### src/rtl/router_out_arb.sv
// Output-port arbiter for a wormhole router: round-robin packet arbitration,
// wormhole locking to the packet owner, and credit-based downstream flow control.
//
// Handshake: gnt_o[k] is combinational and means "port k's flit is consumed
// this cycle"; the input buffer pops on gnt_o alone (no ready back-pressure).
// The granted flit is presented one cycle later on flit_o with valid_o=1.
module router_out_arb #(
    parameter int CREDITS = 4
) (
    input  logic        clk,
    input  logic        rst,
    input  logic [4:0]  req_i,
    input  logic [79:0] flit_i,
    input  logic        incr_i,
    output logic [4:0]  gnt_o,
    output logic [15:0] flit_o,
    output logic        valid_o,
    output logic [2:0]  credit_o,
    output logic        credit_err_o,
    output logic        dbg_state,
    output logic [2:0]  dbg_owner,
    output logic [2:0]  dbg_rr
);

    typedef enum logic {
        IDLE   = 1'b0,
        LOCKED = 1'b1
    } state_t;

    localparam logic [2:0] CRED_MAX = 3'(CREDITS);

    state_t      state;
    logic [2:0]  owner;
    logic [2:0]  rr_ptr;
    logic [4:0]  eligible;
    logic [2:0]  win;
    logic [3:0]  idx;
    logic        found;
    logic        any_gnt;
    logic [15:0] win_flit;

    function automatic logic [2:0] next_port(input logic [2:0] p);
        return (p == 3'd4) ? 3'd0 : p + 3'd1;
    endfunction

    // Only head (10) and single (11) flits may open a packet; bit 15 marks both.
    always_comb begin
        eligible = '0;
        for (int k = 0; k < 5; k++) begin
            eligible[k] = req_i[k] & flit_i[16*k+15];
        end
        found = 1'b0;
        win   = 3'd0;
        idx   = 4'd0;
        if (state == LOCKED) begin
            win   = owner;
            found = req_i[owner];
        end else begin
            for (int i = 0; i < 5; i++) begin
                idx = {1'b0, rr_ptr} + 4'(i);
                if (idx >= 4'd5) idx = idx - 4'd5;
                if (!found && eligible[idx[2:0]]) begin
                    found = 1'b1;
                    win   = idx[2:0];
                end
            end
        end
        any_gnt = found && (credit_o != 3'd0) && !rst;
        gnt_o   = '0;
        if (any_gnt) gnt_o[win] = 1'b1;
    end

    assign win_flit  = flit_i[{win, 4'b0000} +: 16];
    assign dbg_state = (state == LOCKED);
    assign dbg_owner = owner;
    assign dbg_rr    = rr_ptr;

    always_ff @(posedge clk) begin
        if (rst) begin
            state        <= IDLE;
            owner        <= 3'd0;
            rr_ptr       <= 3'd0;
            credit_o     <= CRED_MAX;
            valid_o      <= 1'b0;
            flit_o       <= 16'h0000;
            credit_err_o <= 1'b0;
        end else begin
            valid_o <= any_gnt;
            if (any_gnt) flit_o <= win_flit;

            // Simultaneous grant and return cancel out.
            case ({any_gnt, incr_i})
                2'b10: credit_o <= credit_o - 3'd1;
                2'b01: begin
                    if (credit_o == CRED_MAX) credit_err_o <= 1'b1;
                    else                      credit_o     <= credit_o + 3'd1;
                end
                default: credit_o <= credit_o;
            endcase

            // Bit 14 is set for tail and single: either one closes the packet.
            case (state)
                IDLE: begin
                    if (any_gnt) begin
                        if (win_flit[14]) begin
                            rr_ptr <= next_port(win);
                        end else begin
                            state <= LOCKED;
                            owner <= win;
                        end
                    end
                end
                LOCKED: begin
                    if (any_gnt && win_flit[14]) begin
                        state  <= IDLE;
                        rr_ptr <= next_port(owner);
                    end
                end
                default: state <= IDLE;
            endcase
        end
    end

endmodule
### config.mk
export PLATFORM = sky130hd
export DESIGN_NAME = router_out_arb
export DESIGN_NICKNAME = d
export VERILOG_FILES = /design/src/rtl/router_out_arb.sv
export SDC_FILE = /design/constraint.sdc
export NUM_CORES = 1
export LEC_CHECK = 0
export CAP_MARGIN = 40
export CORE_MARGIN = 4
export CORE_UTILIZATION = 40
export CTS_BUF_LIST = sky130_fd_sc_hd__clkbuf_16
export DETAILED_ROUTE_END_ITERATION = 6
export PLACE_DENSITY = 0.74
export SYNTH_ARGS = -nofsm -noshare
export SYNTH_HDL_FRONTEND = slang
export SYNTH_SLANG_ARGS = --single-unit
### constraint.sdc
create_clock -name clk -period 6.6 [get_ports clk]
set_input_delay 1.65 -clock clk [delete_from_list [all_inputs] [get_ports clk]]
set_output_delay 1.65 -clock clk [all_outputs]
set_load 0.02 [all_outputs]
==> results.tsv, run 1 <==
stage	metric	value	unit
status	status	finished, final reports clean	
sta	min_period	6.46	ns
global_route	grt_overflow_total	0	
clock_tree	root_buffer	clkbuf_16	
critical_path	critPathArrivalTime	4.81	ns
route	wl_per_cell	17.9	um
critical_path	crit_path_end_kind	primary output	
synth	synth-async-reset-ratio	0	%
placed_design	place_inst	667	
flow_run	maxCapViolCount	0	
final_layout	instances_no_fill	672	
synth	syn-num-nets	524	
power_and_ir_drop	total_leakage_power	2.01	nW
clock_tree	cts_tree	built	
sta	max_freq	155	MHz
route	dr_wl_met2	5720	um
synth	ys_warn_count	0	
synth	yosysUniqueCellTypes	80	
synth	ys_seq_area_share	17.1	%
power_and_ir_drop	peakVddDrop	0.444	mV
placed_design	port_buffers	120	
route	highest_layer	met4	
sta	setup_viol	0	
synth	syn-instance-count	422	
placed_design	post-dp-hpwl	9690	um
clock_tree	clk_pin_slew	0.07	ns
sta	tightest_slew	0.777	ns
critical_path	crit_type	primary input to primary output	
synth	synth.avg_cell_area	7.76	sq um
final_layout	design_area	4980	sq um
clock_tree	cts_buffers	3	
clock_tree	cts.sinks	28	
route	m1WireLength	4830	um
route	drt_pass1_iterations	7	
synth	synth_edf_count	0	
route	drtIter0Drc	320	
floorplanning	fp.dieW	98.5	um
floorplanning	start_util	41.7	%
floorplanning	core_area	7850	sq um
clock_tree	ctsHoldBuffers	0	
final_layout	syn2layout_area_growth	52.1	%
critical_path	worst_setup_path_start_kind	primary input	
synth	syn_area	3280	sq um
global_route	grt_pass1_vias	3922	
critical_path	required	4.95	ns
floorplanning	io-pin-count	121	
route	via_per_inst	5.94	
critical_path	cp_num_buf_inv	2	
hold_path	min_path_type	register to register	
sta	drv_slew	0	
placed_design	dpl_cell_area	4880	sq um
critical_path	cp_top_family	buffers and inverters	
floorplanning	rows	32	
sta	clock_skew	0.00428	ns
route	finalWirelength	12000	um
critical_path	path_cells	clkdlybuf4s50_1 > nand2_2 > mux2_2 > mux4_2 > o21a_1 > nand4_2 > nor2_1 > a32oi_1 > o31a_1 > nand2_1 > nor3_1 > clkdlybuf4s15_1	
sta	period_share	97.9	%
global_route	track_usage	24.0	%
global_route	antenna_found_initial	0	
critical_path	cpMaxStageDelayCell	clkdlybuf4s50_1	
power_and_ir_drop	p_per_area	627	nW/um^2
final_layout	drive_gt1_share	17.4	%
floorplanning	die_area	9700	sq um
route	ant_nets	0	
clock_tree	cts-htree-levels	1	
global_route	grt_pass1_wl	19500	um
floorplanning	die_height	98.5	um
final_layout	n_antenna_cell	0	
route	met3WireLength	1130	um
synth	ys_ff_latch	28	
critical_path	slowest_delay	0.51	ns
critical_path	worst-path-max-fanout	6	
final_layout	nets	673	
sta	hold_viol	0	
clock_tree	cts_buffer_depth	2	
sta	slew-limit-headroom	47.5	%
clock_tree	insertion_delay	0.26	ns
route	via_count	3990	
synth	synthFlopType	dfxtp_1	
route	remaining_drc_errors	0	
placed_design	gp_congestion	0.912	
global_route	grt_start_max_net_pins	29	
where the power goes:
part           switching (mW)  internal, mW
sequential             0.0638         0.232
clock                  0.0609         0.121
combinational            1.48          1.16
path summary, 6_finish.rpt:
path,start,to,slack (ns),cells after the start
worst max-delay path,flit_i[63],gnt_o[1],0.14,12
worst min register to register,credit_err_o,credit_err_o,0.48,2
worst min-delay path,credit_err_o,credit_err_o,0.48,2
worst max register to register,dbg_rr[2],dbg_rr[1],1.67,13
tightest hold or removal path: stages (launching register included):
cell	delay, ns
dfxtp_1	0.33
a41oi_1	0.04
nor2_1	0.08
placed cells by master (no fill, tap or decap), types with 6 or more instances in the layout:
cell             count
a211oi_1            24
a21oi_1              7
a221oi_1            13
and3_1               7
buf_4               53
clkdlybuf4s50_1    115
dfxtp_1             28
ha_1                12
inv_1               12
mux2_2               9
mux2i_1             12
nand2_1             39
nand3_1             20
nor2_1              40
nor2b_1              6
nor3_1              14
o21a_1               6
o21ai_0             23
what timing repair did:
| item | 4_1_cts | 5_1_grt |
|---|---|---|
| pin swaps | 0 | 1 |
| gates resized for setup | 5 | 6 |
| buffers inserted | 0 | 1 |
| cloned | 0 | 0 |
| endpoints found under the setup margin | 5 | 5 |
per-layer routing:
metal  vias up  track usage [%]
met5         -                0
met4         0             6.72
met3        31             6.09
met2       200             41.2
met1      1843             29.7
li1       1916                -
sequential cells by signal, indices dropped and copies added, names as in the netlist, named ones only:
name / count
credit_err_o: 1
credit_o: 3
dbg_owner: 3
dbg_rr: 3
flit_o: 16
valid_o: 1
synthesized netlist by cell type (6+ instances only):
cell type / number / share of area, %
nor2_1: 40 / 4.6
nand2_1: 39 / 4.5
dfxtp_1: 28 / 17
a211oi_1: 24 / 5.5
o21ai_0: 23 / 3.5
nand3_1: 20 / 3.1
clkbuf_1: 14 / 1.6
nor3_1: 14 / 2.1
a221oi_1: 13 / 3.5
ha_1: 12 / 4.6
inv_1: 12 / 1.4
mux2i_1: 12 / 3.7
buf_2: 10 / 1.5
mux2_2: 9 / 3.1
a21oi_1: 7 / 1.1
and3_1: 7 / 1.3
nor2b_1: 6 / 1.1
nor4_1: 6 / 1.1
o21a_1: 6 / 1.4
kinds of logic after synthesis:
group	after synthesis	share of synthesized area, %
AOI/OAI and AO/OA	134	32.7
muxes	27	9.85
buffers and inverters	46	6.34
adders and majority gates	14	5.81
DFF	28	17.1
xor gates and xnor gates	5	1.34
and+or+nand+nor	168	26.9
stage by stage:
| stage | setup TNS [ns] | worst slack (ns) | utilization, % | power (mW) | hold slack (ns) |
|---|---|---|---|---|---|
| final | 0 | 0.141 | 63.5 | 3.13 | 0.485 |
| after global routing | -0.00303 | -0.00303 | 63.5 | 3.39 | 0.518 |
| after CTS | 0 | 0.0847 | 63.4 | 3.09 | 0.486 |
| after detailed placement | -0.534 | -0.164 | 62.1 | 2.90 | 0.472 |
| after global placement | -0.537 | -0.220 | 62.1 | 2.87 | 0.467 |
| after floorplan | 0 | 0.497 | - | 2.05 | 0.571 |
final cells by class:
type | count | area [sq um]
fillers | 679 | 2870
multi-input cells | 348 | 2520
repair buffers | 174 | 1610
flip-flops and latches | 28 | 561
well taps | 102 | 128
clock buffers | 3 | 75.1
inverters | 16 | 60.1
clock inverters | 1 | 30.0
No activity file was read; power rests on OpenSTA's default activity.
==> run 2: changes to the inputs <==
- PLACE_DENSITY: 0.74 -> 0.72
==> run 2 against run 1 <==
Compared with the run above:
- first-iteration DRC count fell by 21%
- sequential cell count stayed put
- die area stayed put
- critical path type unchanged
- clock-buffer cell count did not move
- utilization decreased by 0.57 points
- largest power group unchanged
- clock skew fell by 0.0015 ns
- register-to-register slack better by 0.04 ns
==> results.tsv, run 2 (synthesized netlist as in run 1, its figures left out) <==
stage	metric	value	unit	change
global_route	grt_start_max_net_pins	29		unchanged
sta	rsz0062_at_grt	false		
sta	setup_ws	0.151	ns	+0.0101 ns
floorplanning	die_height	98.5	um	unchanged
final_layout	layout_common_cells	115 x clkdlybuf4s50_1, 47 x buf_4, 40 x nor2_1		
final_layout	regArea	561	sq um	unchanged
clock_tree	insertion_delay	0.27	ns	about the same
final_layout	regMostFlops	flit_o		
clock_tree	clk_pin_slew	0.07	ns	about the same
sta	period_share	97.7	%	-0.15 points
route	drtIter0Drc	253		-21%
critical_path	cp_num_buf_inv	2		unchanged
clock_tree	post-cts-setup-buffers	0		unchanged
clock_tree	cts-htree-levels	1		unchanged
critical_path	crit_type	primary input to primary output		
critical_path	worst-path-max-fanout	6		unchanged
route	finalWirelength	11800	um	-1.5%
clock_tree	root_buffer	clkbuf_16		
global_route	grt_overflow_total	0		unchanged
critical_path	slowest_delay	0.55	ns	+0.04 ns
critical_path	worst_setup_path_start_kind	primary input		
sta	clock_skew	0.00282	ns	-0.00146 ns
critical_path	required	4.95	ns	about the same
sta	drv_slew	0		unchanged
global_route	antenna_found_initial	0		unchanged
final_layout	syn2layout_area_growth	50.7	%	
critical_path	critPathArrivalTime	4.80	ns	about the same
placed_design	gp_congestion	1.07		+17%
final_layout	design_area	4940	sq um	-0.90%
sta	min_period	6.45	ns	-0.0101 ns
power_and_ir_drop	total_leakage_power	1.99	nW	-0.83%
clock_tree	cts.sinks	28		unchanged
final_layout	largest_register_ffs	16		unchanged
sta	hold_viol	0		unchanged
global_route	grt_pass1_vias	3829		-2.4%
placed_design	pre_cts_ws	-0.136	ns	+0.0281 ns
placed_design	post-dp-hpwl	9540	um	-1.6%
global_route	track_usage	23.7	%	-0.27 points
clock_tree	cts_buffers	3		unchanged
route	via_per_inst	5.87		-1.1%
critical_path	cp_top_family	buffers and inverters		
floorplanning	die_area	9700	sq um	unchanged
placed_design	dpl_cell_area	4840	sq um	-0.77%
power_and_ir_drop	peakVddDrop	0.430	mV	-3.2%
hold_path	min_path_type	register to register		
final_layout	n_fill_cell	719		+5.9%
sta	whs	0.497	ns	+0.0120 ns
flow_run	maxCapViolCount	0		unchanged
floorplanning	fp.dieW	98.5	um	unchanged
route	remaining_drc_errors	0		unchanged
status	status	finished, final reports clean		
clock_tree	cts_buffer_depth	2		unchanged
floorplanning	io-pin-count	121		unchanged
sta	max_freq	155	MHz	+0.16%
placed_design	port_buffers	120		unchanged
route	via_count	3912		-2.0%
route	ant_nets	0		unchanged
sta	slew-limit-headroom	54.5	%	+7.0 points
clock_tree	cts_tree	built		
floorplanning	core_area	7850	sq um	unchanged
final_layout	n_antenna_cell	0		unchanged
final_layout	multiInputGateArea	2520	sq um	-0.25%
floorplanning	start_util	41.7	%	unchanged
sta	tightest_slew	0.679	ns	-0.0984 ns
power_and_ir_drop	p_per_area	618	nW/um^2	-1.5%
clock_tree	ctsHoldBuffers	0		unchanged
route	wl_per_cell	17.8	um	-0.59%
route	drt_pass1_iterations	5		-2
clock_tree	cts_resized	5		unchanged
final_layout	drive_gt1_share	16.0	%	-1.4 points
critical_path	crit_path_end_kind	primary output		
global_route	grt_pass1_wl	19100	um	-2.2%
final_layout	nets	667		-0.89%
final_layout	final_common_cell	clkdlybuf4s50_1		
critical_path	path_cells	clkdlybuf4s50_1 > nand2_1 > mux2_2 > mux4_2 > o21a_1 > nand4_2 > nor3_1 > and3b_1 > o31a_1 > nor4_1 > dlygate4sd2_1		
floorplanning	rows	32		unchanged
sta	setup_viol	0		unchanged
critical_path	cpMaxStageDelayCell	clkdlybuf4s50_1		
[run 2: changes by cell type in the layout (fill, tap and decap cells not counted)]
cell / change
buf_4: -6
clkbuf_2: -2
clkdlybuf4s15_1: -1
dlygate4sd2_1: +3
nor4_1: +1
nor4_2: -1
[run 2: cell type report]
cell class	instances	share of cell area, %
inverters	16	1.22
flip-flops and latches	28	11.4
clock buffers	3	1.52
multi-input cells	348	51.0
repair buffers	168	31.8
clock inverters	1	0.608
well taps	102	2.58
[run 2: layer usage]
metal / part of all wire, % / up-vias / global-route usage [%]
met1: 41 / 1824 / 29.8
met3: 8.3 / 17 / 4.74
met2: 50 / 172 / 42.1
met4: 1.5 / 0 / 4.94
met5: 0 / - / 0
li1: - / 1899 / -
[run 2: report_power, final]
part | total (mW) | switching, mW | internal, mW | leakage [nW]
combinational | 2.57 | 1.44 | 1.13 | 1.71
clock | 0.185 | 0.0637 | 0.121 | 0.0511
sequential | 0.295 | 0.0632 | 0.232 | 0.231
[run 2: path summary, 6_finish.rpt]
kind	from	endpoint	slack, ns	cells past startpoint
worst max-delay path	flit_i[15]	gnt_o[3]	0.15	11
worst min register to register	credit_err_o	credit_err_o	0.50	2
worst min-delay path	credit_err_o	credit_err_o	0.50	2
worst max register to register	dbg_rr[2]	dbg_owner[1]	1.71	17
[run 2: worst reg2reg max path, delay by kind of cell (launching register included)]
family | cells | cell delay (ns)
buffers and inverters | 4 | 0.75
AND/OR/NAND/NOR | 4 | 0.86
AO/OA/AOI/OAI | 6 | 1.22
multiplexers | 2 | 0.62
adder cells (fa/ha/maj) | 1 | 0.57
flip-flops | 1 | 0.73
[run 2: stage by stage]
step	total power, mW	TNS (ns)	cells	util, %
final	3.05	0	666	62.9
after global placement	2.84	-0.0741	662	61.7
after floorplan	2.05	0	422	-
after detailed placement	2.86	-0.201	662	61.7
after CTS	3.05	0	666	62.9
after global routing	3.32	0	666	62.9
==> run 3: changes to the inputs <==
- ABC_CLOCK_PERIOD_IN_PS: default -> 6600
==> results of run 3 <==
No change in the layout: final DEF, timing and power equal those of run 2.
